**src/rtl/tt_mux_pkg.sv**
```systemverilog
// Shared types and constants for the project-slot multiplexer: controller states,
// word widths and bit positions inside the shared input word.
package tt_mux_pkg;

    localparam int IW_W     = 18;
    localparam int OW_W     = 24;
    localparam int CLK_BIT  = 0;
    localparam int RSTN_BIT = 1;
    localparam int UI_LSB   = 2;
    localparam int UIO_LSB  = 10;
    localparam int CNT_W    = 8;

    typedef enum logic [1:0] {
        IDLE  = 2'd0,
        DRAIN = 2'd1,
        HOLD  = 2'd2,
        RUN   = 2'd3
    } mux_state_e;

    // Input word as seen by a project held in reset: only its rst_n bit is pulled low.
    function automatic logic [IW_W-1:0] hold_iw(input logic [IW_W-1:0] w);
        logic [IW_W-1:0] r;
        r           = w;
        r[RSTN_BIT] = 1'b0;
        return r;
    endfunction

endpackage

```
**src/rtl/tt_mux_rst_timer.sv**
```systemverilog
// Down-counter that times the forced project reset after each activation.
module tt_mux_rst_timer
    import tt_mux_pkg::*;
#(
    parameter int RST_HOLD = 4
) (
    input  logic clk,
    input  logic rst_n,
    input  logic load,
    input  logic count_en,
    output logic done
);

    logic [CNT_W-1:0] cnt_r;

    // Load RST_HOLD-1 so that done rises in the last of RST_HOLD counting cycles.
    always_ff @(posedge clk or negedge rst_n) begin
        if (!rst_n) begin
            cnt_r <= {CNT_W{1'b0}};
        end else if (load) begin
            cnt_r <= CNT_W'(RST_HOLD - 1);
        end else if (count_en && (cnt_r != {CNT_W{1'b0}})) begin
            cnt_r <= cnt_r - {{(CNT_W-1){1'b0}}, 1'b1};
        end else begin
            cnt_r <= cnt_r;
        end
    end

    assign done = (cnt_r == {CNT_W{1'b0}});

endmodule

```
**src/rtl/tt_mux_slot.sv**
```systemverilog
// Project-slot multiplexer: routes the shared input word to one selected project,
// forces a timed reset on every activation and returns that project's output word.
module tt_mux_slot
    import tt_mux_pkg::*;
#(
    parameter int NUM_PROJ = 4,
    parameter int RST_HOLD = 4,
    parameter int SEL_W    = $clog2(NUM_PROJ) + 1
) (
    input  logic                     clk,
    input  logic                     rst_n,
    input  logic [SEL_W-1:0]         sel,
    input  logic                     sel_valid,
    output logic                     sel_ready,
    input  logic [IW_W-1:0]          iw,
    output logic [OW_W-1:0]          ow,
    output logic [NUM_PROJ*IW_W-1:0] proj_iw,
    input  logic [NUM_PROJ*OW_W-1:0] proj_ow,
    output logic [NUM_PROJ-1:0]      proj_ena,
    output logic [SEL_W-1:0]         active,
    output logic                     busy,
    output logic                     sel_err
);

    localparam logic [SEL_W-1:0] SEL_NONE  = {SEL_W{1'b1}};
    localparam logic [SEL_W-1:0] SEL_LIMIT = SEL_W'(NUM_PROJ);

    mux_state_e                state_r;
    mux_state_e                state_nx_s;
    logic [SEL_W-1:0]          pending_r;
    logic [SEL_W-1:0]          active_r;
    logic                      sel_err_r;
    logic [OW_W-1:0]           ow_r;
    logic [OW_W-1:0]           ow_nx_s;
    logic                      accept_s;
    logic                      sel_ok_s;
    logic                      ready_s;
    logic                      busy_s;
    logic                      slot_on_s;
    logic                      hold_load_s;
    logic                      hold_cnt_en_s;
    logic                      hold_done_s;
    logic [NUM_PROJ-1:0]       ena_s;
    logic [NUM_PROJ*IW_W-1:0]  piw_s;

    assign sel_ok_s    = (sel < SEL_LIMIT);
    assign accept_s    = sel_valid & ready_s;
    assign hold_load_s = (state_nx_s == HOLD) && (state_r != HOLD);

    // Controller state register.
    always_ff @(posedge clk or negedge rst_n) begin
        if (!rst_n) begin
            state_r <= IDLE;
        end else begin
            state_r <= state_nx_s;
        end
    end

    // Next-state logic; an accepted select in RUN always drains first, even for the same slot.
    always_comb begin
        state_nx_s = state_r;
        case (state_r)
            IDLE: begin
                if (accept_s && sel_ok_s) state_nx_s = HOLD;
                else                      state_nx_s = IDLE;
            end
            DRAIN: begin
                if (pending_r != SEL_NONE) state_nx_s = HOLD;
                else                       state_nx_s = IDLE;
            end
            HOLD: begin
                if (hold_done_s) state_nx_s = RUN;
                else             state_nx_s = HOLD;
            end
            RUN: begin
                if (accept_s) state_nx_s = DRAIN;
                else          state_nx_s = RUN;
            end
            default: state_nx_s = IDLE;
        endcase
    end

    // State-decoded controls; a slot is only connected in HOLD and RUN.
    always_comb begin
        ready_s       = 1'b0;
        busy_s        = 1'b0;
        slot_on_s     = 1'b0;
        hold_cnt_en_s = 1'b0;
        case (state_r)
            IDLE: begin
                ready_s = 1'b1;
            end
            DRAIN: begin
                busy_s = 1'b1;
            end
            HOLD: begin
                busy_s        = 1'b1;
                slot_on_s     = 1'b1;
                hold_cnt_en_s = 1'b1;
            end
            RUN: begin
                ready_s   = 1'b1;
                slot_on_s = 1'b1;
            end
            default: begin
                ready_s = 1'b0;
            end
        endcase
    end

    // Pending/active slot bookkeeping and the sticky out-of-range flag.
    always_ff @(posedge clk or negedge rst_n) begin
        if (!rst_n) begin
            pending_r <= SEL_NONE;
            active_r  <= SEL_NONE;
            sel_err_r <= 1'b0;
        end else begin
            if (accept_s) pending_r <= sel_ok_s ? sel : SEL_NONE;
            else          pending_r <= pending_r;

            if (accept_s && !sel_ok_s) sel_err_r <= 1'b1;
            else                       sel_err_r <= sel_err_r;

            // From IDLE the request bypasses pending since both latch on the same edge.
            if (hold_load_s)           active_r <= (state_r == IDLE) ? sel : pending_r;
            else if (state_r == DRAIN) active_r <= SEL_NONE;
            else                       active_r <= active_r;
        end
    end

    tt_mux_rst_timer #(
        .RST_HOLD (RST_HOLD)
    ) u_rst_timer (
        .clk      (clk),
        .rst_n    (rst_n),
        .load     (hold_load_s),
        .count_en (hold_cnt_en_s),
        .done     (hold_done_s)
    );

    // Route iw to the active slot only; combinational so the clock bit is not retimed.
    always_comb begin
        ena_s = {NUM_PROJ{1'b0}};
        piw_s = {(NUM_PROJ*IW_W){1'b0}};
        for (int k = 0; k < NUM_PROJ; k++) begin
            if (slot_on_s && (active_r == SEL_W'(k))) begin
                ena_s[k] = 1'b1;
                if (state_r == HOLD) piw_s[k*IW_W +: IW_W] = hold_iw(iw);
                else                 piw_s[k*IW_W +: IW_W] = iw;
            end else begin
                ena_s[k]               = 1'b0;
                piw_s[k*IW_W +: IW_W]  = {IW_W{1'b0}};
            end
        end
    end

    // Return path: only a running slot's output word is forwarded.
    always_comb begin
        ow_nx_s = {OW_W{1'b0}};
        for (int k = 0; k < NUM_PROJ; k++) begin
            ow_nx_s = ow_nx_s | (((state_r == RUN) && (active_r == SEL_W'(k)))
                                 ? proj_ow[k*OW_W +: OW_W] : {OW_W{1'b0}});
        end
    end

    // Output word register.
    always_ff @(posedge clk or negedge rst_n) begin
        if (!rst_n) begin
            ow_r <= {OW_W{1'b0}};
        end else begin
            ow_r <= ow_nx_s;
        end
    end

    assign sel_ready = ready_s;
    assign busy      = busy_s;
    assign proj_ena  = ena_s;
    assign proj_iw   = piw_s;
    assign active    = active_r;
    assign sel_err   = sel_err_r;
    assign ow        = ow_r;

endmodule
```
**config.mk**
```make
export PLATFORM = sky130hd
export DESIGN_NAME = tt_mux_slot
export DESIGN_NICKNAME = d
export VERILOG_FILES = /design/src/rtl/tt_mux_pkg.sv /design/src/rtl/tt_mux_rst_timer.sv /design/src/rtl/tt_mux_slot.sv
export SDC_FILE = /design/constraint.sdc
export NUM_CORES = 1
export LEC_CHECK = 0
export BUFFER_PORTS_ARGS = -buffer_cell sky130_fd_sc_hd__buf_2
export CELL_PAD_IN_SITES_DETAIL_PLACEMENT = 2
export CELL_PAD_IN_SITES_GLOBAL_PLACEMENT = 2
export CORE_MARGIN = 5
export CORE_UTILIZATION = 20
export CTS_CLUSTER_DIAMETER = 40
export DETAILED_ROUTE_END_ITERATION = 8
export HOLD_SLACK_MARGIN = 0.08
export PLACE_DENSITY_LB_ADDON = 0.1
export SLEW_MARGIN = 20
export SYNTH_ARGS = -nofsm -noshare
export SYNTH_HDL_FRONTEND = slang
export SYNTH_SLANG_ARGS = --single-unit
export TNS_END_PERCENT = 5
```
**constraint.sdc**
```tcl
create_clock -name clk -period 5.6 [get_ports clk]
set_clock_uncertainty 0.2 [all_clocks]
set_input_delay 1.12 -clock clk [delete_from_list [all_inputs] [get_ports clk]]
set_output_delay 1.12 -clock clk [all_outputs]
set_load 0.05 [all_outputs]
```
; Word level (Yosys, flattened, before mapping)
; Cells that the tools add are included.
; Widths: inputs -> output; s select.
[op_classes]
addsub = 1
magnitude_cmp = 1
eq_ne = 9
mux = 28
bitwise_logic = 4
n_reduce_logical = 22
[op_table]
columns = op, count
row1 = $mux 24, 4
row2 = $mux 18, 4
row3 = $or 24x24->24, 3
row4 = $mux 8, 2
row5 = $logic_and 1x1->1, 12
row6 = $mux 3, 4
row7 = $mux 1, 9
row8 = $logic_not 8->1, 1
row9 = $mux 2, 4
row10 = $pmux 2 s4, 1
row11 = $reduce_bool 8->1, 1
row12 = $sub 8x1->8 const B, 1
row13 = $eq 2x2->1 const B, 3
row14 = $eq 3x2->1 const B, 2
row15 = $reduce_or 2->1, 3
row16 = $reduce_bool 2->1, 2
row17 = $eq 3x1->1 const B, 1
row18 = $logic_not 3->1, 1
row19 = $lt 3x3->1 const B, 1
row20 = $ne 3x3->1 const B, 1
row21 = $eq 2x1->1 const B, 1
row22 = $logic_not 2->1, 1
row23 = $ne 2x2->1 const B, 1
row24 = $and 1x1->1, 1
row25 = $logic_not 1->1, 1
[totals]
register_bits = 41
input_bits = 120
output_inout_bits = 106
wordCells = 71

; Logic depth before layout (Yosys ltp)
; Gate-level depths: netlist (run 1).
[logic_depth]
word_depth = 10
ltp_mapped = 8
depth_no_buf = 6

; Modules after synthesis
; From an unflattened synthesis (run 1), not the netlist that was laid out.
[hier_totals]
cells_unflattened = 301
hier_area_um2 = 2785.2
[by_module_without_submodules]
columns = module, instances, cells_each, area_per_inst_um2, seq_area_each_um2
row1 = tt_mux_slot, 1, 250, 2311.0, 833.3
row2 = tt_mux_rst_timer, 1, 51, 474.2, 200.2

; Worst setup path after synthesis (run 1)
; Ideal clock, no wire load.
[synth_path]
path_kind = flip-flop to output port
from = register state_r[0]
to = output port proj_iw[10]
arrival_ps = 2378
required_ps = 4280
slack_ps = 1902
stages_incl_launch_ff = 8
n_path_buf = 2
path_cell_list = dfrtp_1 -> inv_1 -> ha_1 -> buf_2 -> o21bai_1 -> nor3_1 -> clkbuf_1 -> and2_1
[synth_via]
elab_chain_cells = 5
elab_cells_between_ends = 6
cone_classes = eq/ne: 2 / mux: 2 / reduce/logical: 2
[synth_rtl]
columns = item, line_no
row1 = start: declaration, tt_mux_slot.sv:28  ; mux_state_e state_r;
row2 = start signal: assignment, tt_mux_slot.sv:55  ; state_r <= state_nx_s;
row3 = $eq 2x2->1, tt_mux_slot.sv:89  ; case (state_r)
row4 = $reduce_or 2->1 (no source line) *, -
row5 = $mux 1 *, tt_mux_slot.sv:89
row6 = $logic_and 1x1->1 *, tt_mux_slot.sv:146  ; if (slot_on_s && (active_r == SEL_W'(k))) begin
row7 = $mux 18 *, tt_mux_slot.sv:146
row8 = end: declaration, tt_mux_slot.sv:17  ; output logic [NUM_PROJ*IW_W-1:0] proj_iw,
; Every way passes the cells marked *; elsewhere a longest branch is shown, timed or not.

; Final worst setup path (run 1)
[layout_path]
from = register state_r[0]
to = output port proj_iw[69]
; Same word-level chain as after synthesis.

==> metrics.sh, run 1 <==
STATUS='completed'
SYNTHESIS.AREA_UM2=2490
DETAILED_PLACE_HPWL_MM=10.1
ANTENNA_FOUND_INITIAL=1
SYNTH.NET_COUNT=410
MAX_FREQ_MHz=252
ANTENNADIODECOUNT=0
RR_ENDPOINT='ow[13]$_DFF_PN0_'
SYNTH_LARGEST_AREA_CELL='sky130_fd_sc_hd__dfrtp_1'
INITIAL_CORE_UTILIZATION_PCT=20.5
SYNTHDISTINCTLIBCELLS=32
CLKLATENCYLATEPIN_NS=0.28
GLOBALROUTEOVERFLOWTOTAL=0
PORT_BUFFERS=225
FINAL.SETUP.TNS_NS=0
PWR-SHARE-COMB_PCT=36.0
CRITPATHBUFINV=2
CTS_SINKS=41
POST_SYNTH_TOP_AREA_SHARE_PCT=35.2
TIMING_WORST_SETUP_PATH_TYPE='flip-flop to output pin'
LEADING_CELL_TYPES_BY_TOTAL_AREA_AFTER_SYNTHESIS='sky130_fd_sc_hd__dfrtp_1, sky130_fd_sc_hd__and2_1, sky130_fd_sc_hd__a222oi_1'
TRITONCTS='built'
CTS_POST_SETUP_BUFFERS_INSERTED=0
R2R_CELLS=5
DPL_WORST_SLACK_NS=1.88
CRITICAL_PATH.ENDPOINT_TYPE='output pin'
CRITPATHSLOWESTCELL='sky130_fd_sc_hd__nor2_1'
WL_PER_CELL_UM=18.3
WL_FINAL_MM=12.3
CRIT_PATH_MAX_FANOUT=18
ROUTED_VIA_DENSITY=4.49
HP-CLASS='flip-flop to flip-flop'
TIMING.CRITICAL_PATH.FROM_TYPE='flip-flop'
WORSTREG2REGSTART='state_r[1]$_DFF_PN0_'
FINAL-SETUP-VIOL-COUNT=0
TRANSITION_TIME_OF_THE_TIGHTEST_SLEW_CHECK_PIN_NS=1.02
HOLD_VIO_CNT_FINAL=0
MASTER_CELL_OF_THE_CLOCK_ROOT_BUFFER='sky130_fd_sc_hd__clkbuf_16'
SYNTH.YOSYS.WARNINGS=0
LEAKAGEPOWER_nW=2.31
DESIGN.PORTCOUNT=226
GRT_FIRST_PASS_WIRELENGTH_MM=18.6
STANDARD_CELL_CORE_AREA_UM2=12100
AREA.GROWTH.SYNTH_TO_FINAL_PCT=58.9
FINALWORSTPATHREQUIREDPERIOD_NS=3.96
GR-USAGE-ALL-LAYERS_PCT=16.0
YS_ASYNC_SR_FRACTION_PCT=100
DRC_VIOLATION_COUNT_AFTER_ROUTING=0
SETUP.WORST_PATH.END='proj_iw[69]'
POST_CTS_RESIZE_COUNT=0
CP.DEPTH=6
DRT_ITER0_DRC=131
SLOWEST_DELAY_NS=0.82
FRACTION_OF_LAYOUT_INSTANCES_USING_A_DRIVE_STRENGTH_ABOVE_1_PCT=49.8
DIEHEIGHT_UM=122
FP.DIEW_UM=122
TRITONCTS.NUM_BUFFERS=5
CTS.HTREE.LEVELS=2
PLACE.GP.CONGESTION=0.792
MET3_WIRELENGTH_MM=1.08
LAYOUT.NETS=629
MAX_SLEW_MARGIN_PCT=31.6
DRV.MAX_CAP_VIOLATION_COUNT=0
VDD_IR_DROP_MAX_mV=0.107
YS_FLOP_TYPE='sky130_fd_sc_hd__dfrtp_1'
POWER.DENSITY_CELL_AREA_nW_PER_UM2=272
CRITICAL_PATH_REQUIRED_NS=4.28
FINALCRITPERIODSHARE_PCT=70.7
INTERNAL_POWER_uW=641
CRITICAL_PATH.CELL_CHAIN='inv_1 > ha_1 > o21bai_1 > nor2_1 > and2_1 > buf_2'
YS_FF_LATCH=41
POST_SYNTH_INST_COUNT=284
CRITPATHARRIVALTIME_NS=2.64
DRTANTENNAVIOLNETS=0
SEQUENTIALPOWERSHARE_PCT=37.0
FINAL.SETUP.WORST_SLACK_NS=1.64
DESIGN.DIE.AREA_UM2=14800
P_SW_uW=435
SYNTH_EDF_COUNT=0
LARGEST_NET_DEGREE_AT_THE_START_OF_GLOBAL_ROUTING=42
SEQ_AREA_FRAC_SYNTH_PCT=41.5
REG2REG_SLACK_NS=3.14
CLKTRANSATPATHREGS_NS=0.06
CLOCK_POWER_SHARE_PCT=27.0
POST_SYNTH.CELL_AREA_AVG_UM2=8.76
DRT-PASS1-ITER-COUNT=6
CP-STARTPOINT='state_r[0]$_DFF_PN0_'
CLOCK_PATH_BUFFERS=2
TOPROUTINGLAYERUSED='met5'
DRV_SLEW=0
STD_CELL_ROWS=40
DETAILROUTE.WIRELENGTH.MET2_MM=6.43
NUM_VIAS=3017
CRITICAL_PATH.TOP_DELAY_FAMILY='simple AND/OR/NAND/NOR gates'
GRT_SETUP_UNREPAIRED='false'
HOLD_BUFFERS=0
P_SW_SHARE_PCT=40.4
VIA_COUNT_OF_THE_FIRST_GLOBAL_ROUTING_PASS=3375
WIRELENGTH_MET1_MM=4.62
state kept, by name (all words and copies together), names as in the netlist:
name and cells:
ow 24, u_rst_timer.cnt_r 8, active 3, pending_r 3
state_r 2, sel_err 1
worst register-to-register path: stages, from the launching register on:
cell                       delay, ns
sky130_fd_sc_hd__dfrtp_1        0.38
sky130_fd_sc_hd__ha_1           0.25
sky130_fd_sc_hd__nand2b_1       0.27
sky130_fd_sc_hd__nor2_2         0.87
sky130_fd_sc_hd__a222oi_1       0.29
sky130_fd_sc_hd__nand2_1        0.14
through the flow:
stage | utilization [%] | cell area [µm²] | cells | hold slack [ns] | power [mW]
after detailed placement | 31.3 | 3790 | 664 | 0.260 | 0.792
after global routing | 32.6 | 3950 | 672 | 0.310 | 1.14
final | 32.6 | 3950 | 672 | 0.272 | 1.08
after global placement | 31.3 | 3790 | 664 | 0.259 | 0.775
after CTS | 32.5 | 3940 | 672 | 0.275 | 1.09
after floorplan | - | 2490 | 284 | 0.264 | 0.648
layout by cell type (no fill, tap or decap), types with 2 or more instances in the layout:
master and count:
sky130_fd_sc_hd__nand2_1 57, sky130_fd_sc_hd__o21ai_0 6, sky130_fd_sc_hd__buf_2 225, sky130_fd_sc_hd__mux2i_1 4, sky130_fd_sc_hd__nor3_1 8, sky130_fd_sc_hd__inv_1 8, sky130_fd_sc_hd__clkbuf_16 5, sky130_fd_sc_hd__dfstp_2 6
sky130_fd_sc_hd__or4_1 2, sky130_fd_sc_hd__ha_1 6, sky130_fd_sc_hd__nand2b_1 4, sky130_fd_sc_hd__nor2_2 2, sky130_fd_sc_hd__nor2_1 7, sky130_fd_sc_hd__buf_4 2, sky130_fd_sc_hd__a222oi_1 24, sky130_fd_sc_hd__and2_1 68
sky130_fd_sc_hd__a21oi_1 10, sky130_fd_sc_hd__dfrtp_1 35, sky130_fd_sc_hd__nor2_4 2, sky130_fd_sc_hd__or3_1 4
worst min-delay path by stage:
stage / startpoint / endpoint / slack, ns / cells after the start
2_1_floorplan: pending_r[0]$_DFFE_PN1N_ / pending_r[0]$_DFFE_PN1N_ / 0.26 / 2
3_3_place_gp: sel_err$_DFFE_PN0P_ / sel_err$_DFFE_PN0P_ / 0.26 / 1
3_5_place_dp: sel_err$_DFFE_PN0P_ / sel_err$_DFFE_PN0P_ / 0.26 / 1
4_1_cts: sel_err$_DFFE_PN0P_ / sel_err$_DFFE_PN0P_ / 0.27 / 1
5_1_grt: sel_err$_DFFE_PN0P_ / sel_err$_DFFE_PN0P_ / 0.31 / 1
6_report: sel_err$_DFFE_PN0P_ / sel_err$_DFFE_PN0P_ / 0.27 / 1
synthesized netlist by cell type, types with 2 or more instances:
cell type                  count
sky130_fd_sc_hd__nand2_1      57
sky130_fd_sc_hd__ha_1          6
sky130_fd_sc_hd__clkbuf_1     14
sky130_fd_sc_hd__o21ai_0       6
sky130_fd_sc_hd__dfrtp_1      35
sky130_fd_sc_hd__nor3_1        9
sky130_fd_sc_hd__nor2_1       11
sky130_fd_sc_hd__or4_1         2
sky130_fd_sc_hd__inv_1         8
sky130_fd_sc_hd__dfstp_2       6
sky130_fd_sc_hd__a222oi_1     24
sky130_fd_sc_hd__or3_1         4
sky130_fd_sc_hd__a21oi_1      10
sky130_fd_sc_hd__and2_1       68
sky130_fd_sc_hd__mux2i_1       4
sky130_fd_sc_hd__nand2b_1      4
power groups by stage:
stage / clock, mW / sequential (mW) / combinational (mW)
after CTS: 0.303 / 0.399 / 0.391
after floorplan: 0 / 0.425 / 0.223
after global placement: 0 / 0.400 / 0.375
after detailed placement: 0 / 0.403 / 0.389
final: 0.290 / 0.398 / 0.388
after global routing: 0.315 / 0.407 / 0.420
metal layers:
layer | vias up | GRT usage [%]
met1 | 1438 | 18.3
met2 | 134 | 28.9
met5 | - | 0
li1 | 1431 | -
met3 | 12 | 5.55
met4 | 2 | 3.01
layout make-up:
cell class | instances | area, µm²
inverters | 8 | 30.0
well taps | 168 | 210
flip-flops and latches | 41 | 1030
multi-input cells | 220 | 1390
clock buffers | 5 | 125
clock inverters | 3 | 21.3
repair buffers | 227 | 1140
fillers | 1454 | 8160
cells by family (layout without fill, tap and decap cells):
family,after synthesis,in the layout,synth area share (%)
compound gates,46,46,15.3
xor+xnor,1,1,0.352
fa+ha+maj,6,6,3.02
buf+inv,23,243,3.52
flops,41,41,41.5
mux,5,5,2.06
simple gates,162,162,34.2
Power figures use the tool's default switching activity.
==> run 2, diff against run 1 <==
--- a/config.mk
+++ b/config.mk
@@ -9,7 +9,7 @@
 export CELL_PAD_IN_SITES_DETAIL_PLACEMENT = 2
 export CELL_PAD_IN_SITES_GLOBAL_PLACEMENT = 2
 export CORE_MARGIN = 5
-export CORE_UTILIZATION = 20
+export CORE_UTILIZATION = 17
 export CTS_CLUSTER_DIAMETER = 40
 export DETAILED_ROUTE_END_ITERATION = 8
 export HOLD_SLACK_MARGIN = 0.08
==> constraint.sdc (replaced) <==
create_clock -name clk -period 3.2 [get_ports clk]
set_clock_uncertainty 0.2 [all_clocks]
set_input_delay 0.64 -clock clk [delete_from_list [all_inputs] [get_ports clk]]
set_output_delay 0.64 -clock clk [all_outputs]
set_load 0.05 [all_outputs]
==> run 2 against run 1 <==
  * Die area increased by 16%
  * Global-route usage fell by 1.9 points
  * Critical path depth up 1
  * Register-to-register slack worse by 2.5 ns
  * Total power rose by 76%
  * Setup slack worse by 1.4 ns
  * Sequential share of layout area down 0.34 points
  * Critical endpoint is now proj_iw[8]
  * Highest routed layer is now met4
==> metrics.sh, run 2 (same netlist as run 1, synthesis figures left out) <==
GR-USAGE-ALL-LAYERS_PCT=14.1  # was 16.0%
DESIGN.DIE.AREA_UM2=17200  # was 14800 µm²
MOST-COMMON-LAYOUT-CELLS='sky130_fd_sc_hd__buf_2, sky130_fd_sc_hd__and2_1, sky130_fd_sc_hd__nand2_1'  # unchanged
CLOCK_POWER_SHARE_PCT=27.3  # was 27.0%
STATUS='completed'  # unchanged
DRTANTENNAVIOLNETS=0  # unchanged
DESIGN.PORTCOUNT=226  # unchanged
INTERNAL_POWER_mW=1.12  # was 641 µW
DRV_SLEW=0  # unchanged
CLOCK_PATH_BUFFERS=2  # unchanged
DRT_ITER0_DRC=148  # was 131
GLOBALROUTEOVERFLOWTOTAL=0  # unchanged
DRV.MAX_CAP_VIOLATION_COUNT=0  # unchanged
VIA_COUNT_OF_THE_FIRST_GLOBAL_ROUTING_PASS=3297  # was 3375
LARGEST_REGISTER_FF_COUNT=24  # unchanged
CTS_SINKS=41  # unchanged
WL_FINAL_MM=12.6  # was 12.3 mm
MAX_FREQ_MHz=343
FINAL.SETUP.TNS_NS=0  # unchanged
DRC_VIOLATION_COUNT_AFTER_ROUTING=0  # unchanged
LAYOUT.NETS=633  # was 629
PLACE.GP.CONGESTION=0.721  # was 0.792
CRIT_PATH_MAX_FANOUT=18  # unchanged
FINAL_COMMON_CELL='sky130_fd_sc_hd__buf_2'  # unchanged
GRT_FIRST_PASS_WIRELENGTH_MM=18.4  # was 18.6 mm
REGISTER_CELL_AREA_AFTER_LAYOUT_UM2=1030  # unchanged
ANTENNADIODECOUNT=0  # unchanged
PORT_BUFFERS=225  # unchanged
TIMING_WORST_SETUP_PATH_TYPE='flip-flop to output pin'  # unchanged
CTS_POST_SETUP_BUFFERS_INSERTED=0  # unchanged
MULTI_INPUT_AREA_UM2=1390  # unchanged
PWR-SHARE-COMB_PCT=35.8  # was 36.0%
P_SW_SHARE_PCT=40.8  # was 40.4%
VDD_IR_DROP_MAX_mV=0.172  # was 0.107 mV
HOLD_VIO_CNT_FINAL=0  # unchanged
CLKLATENCYLATEPIN_NS=0.29  # was 0.28 ns
SLOWEST_DELAY_NS=0.40  # was 0.82 ns
DPL_WORST_SLACK_NS=0.500  # was 1.88 ns
CRITICAL_PATH_REQUIRED_NS=2.36  # was 4.28 ns
STANDARD_CELL_CORE_AREA_UM2=14400  # was 12100 µm²
ROUTED_VIA_DENSITY=4.39  # was 4.49
FINALCOREUTILIZATION_PCT=27.8  # was 32.6%
STD_CELL_ROWS=44  # was 40
FP.DIEW_UM=131  # was 122 µm
LEAKAGEPOWER_nW=2.33  # was 2.31 nW
FINAL.SETUP.WORST_SLACK_NS=0.285  # was 1.64 ns
CTS.HTREE.LEVELS=2  # unchanged
CLKTRANSATPATHREGS_NS=0.07  # was 0.06 ns
TRITONCTS.NUM_BUFFERS=5  # unchanged
FILLERS=1737  # was 1454
INITIAL_CORE_UTILIZATION_PCT=17.2  # was 20.5%
CRITICAL_PATH.ENDPOINT_TYPE='output pin'  # unchanged
LARGEST_NET_DEGREE_AT_THE_START_OF_GLOBAL_ROUTING=25  # was 42
CRITICAL_PATH.CELL_CHAIN='inv_1 > ha_2 > o21bai_1 > nor3_1 > buf_4 > and2_1 > buf_2'  # was inv_1 > ha_1 > o21bai_1 > nor2_1 > and2_1 > buf_2
TRITONCTS='built'  # unchanged
TRANSITION_TIME_OF_THE_TIGHTEST_SLEW_CHECK_PIN_NS=1.06  # was 1.02 ns
FRACTION_OF_LAYOUT_INSTANCES_USING_A_DRIVE_STRENGTH_ABOVE_1_PCT=50.2  # was 49.8%
WL_PER_CELL_UM=18.1  # was 18.3 µm
MAX_SLEW_MARGIN_PCT=29.5  # was 31.6%
FINALWORSTPATHREQUIREDPERIOD_NS=2.91
FINALCRITPERIODSHARE_PCT=91.1
SEQUENTIALPOWERSHARE_PCT=36.9  # was 37.0%
ANTENNA_FOUND_INITIAL=0  # was 1
CRITPATHARRIVALTIME_NS=2.07  # was 2.64 ns
TIMING.CRITICAL_PATH.FROM_TYPE='flip-flop'  # unchanged
GRT_SETUP_UNREPAIRED='false'  # unchanged
POWER.DENSITY_CELL_AREA_nW_PER_UM2=474  # was 272 nW/µm²
P_SW_uW=774  # was 435 µW
AREA.GROWTH.SYNTH_TO_FINAL_PCT=61.0  # was 58.9%
NUM_VIAS=3041  # was 3017
DIEHEIGHT_UM=131  # was 122 µm
DETAILED_PLACE_HPWL_MM=10.2  # was 10.1 mm
HP-CLASS='input port to async pin'  # was flip-flop to flip-flop
MASTER_CELL_OF_THE_CLOCK_ROOT_BUFFER='sky130_fd_sc_hd__clkbuf_16'  # unchanged
FINAL-SETUP-VIOL-COUNT=0  # unchanged
DRT-PASS1-ITER-COUNT=4  # was 6
CRITPATHSLOWESTCELL='sky130_fd_sc_hd__dfrtp_1'  # was sky130_fd_sc_hd__nor2_1
run 2: per-stage QoR:
step / cells / total power, mW / instance area [µm²] / hold slack [ns]
6_report: 692 / 1.90 / 4000 / 0.127
5_1_grt: 692 / 2.02 / 4000 / 0.161
4_1_cts: 692 / 1.94 / 3990 / 0.136
3_5_place_dp: 684 / 1.40 / 3840 / 0.259
3_3_place_gp: 684 / 1.38 / 3840 / 0.249
2_1_floorplan: 284 / 1.13 / 2490 / 0.144
run 2: power by group through the flow:
stage | Combinational, mW | Sequential, mW | Clock, mW
final | 0.679 | 0.701 | 0.518
after global routing | 0.739 | 0.712 | 0.567
after CTS | 0.689 | 0.705 | 0.546
after detailed placement | 0.687 | 0.710 | 0
after global placement | 0.674 | 0.703 | 0
after floorplan | 0.390 | 0.744 | 0
run 2: metal layers:
| metal | GRT usage [%] | routed length [µm] |
|---|---|---|
| met1 | 15.1 | 4490 |
| met2 | 26.2 | 6840 |
| met3 | 4.76 | 994 |
| met4 | 4.17 | 233 |
| met5 | 0 | 0 |
run 2: worst max-delay path, delay by kind of cell, from the launching register on:
kind	cells	cell delay (ns)
AO/OA/AOI/OAI	1	0.16
buffers and inverters	3	0.58
adder cells (fa/ha/maj)	1	0.28
AND/OR/NAND/NOR	2	0.33
flip-flops	1	0.40
run 2: cell type report:
type / count / area share [%]
inverters: 8 / 0.750
well taps: 184 / 5.75
multi-input cells: 220 / 34.7
clock buffers: 5 / 3.13
repair buffers: 231 / 29.2
clock inverters: 3 / 0.563
flip-flops and latches: 41 / 25.8
run 2: final timing paths:
kind                                           start                          endpoint  slack [ns]  cells after the start
max in group asynchronous                      rst_n                  ow[23]$_DFF_PN0_        1.95                      2
min in group clk                 sel_err$_DFFE_PN0P_               sel_err$_DFFE_PN0P_        0.27                      1
worst min-delay path                           rst_n  u_rst_timer.cnt_r[4]$_DFFE_PN0P_        0.13                      1
worst max register to register  state_r[1]$_DFF_PN0_                   ow[3]$_DFF_PN0_        0.68                      5
worst max-delay path            state_r[0]$_DFF_PN0_                        proj_iw[8]        0.29                      7
worst min register to register   sel_err$_DFFE_PN0P_               sel_err$_DFFE_PN0P_        0.27                      1
run 2: repair_timing:
| item | 4_1_cts | 5_1_grt |
|---|---|---|
| resized for setup | 0 | 1 |
| hold buffers | 0 | 0 |
| setup endpoints to repair | 0 | 12 |
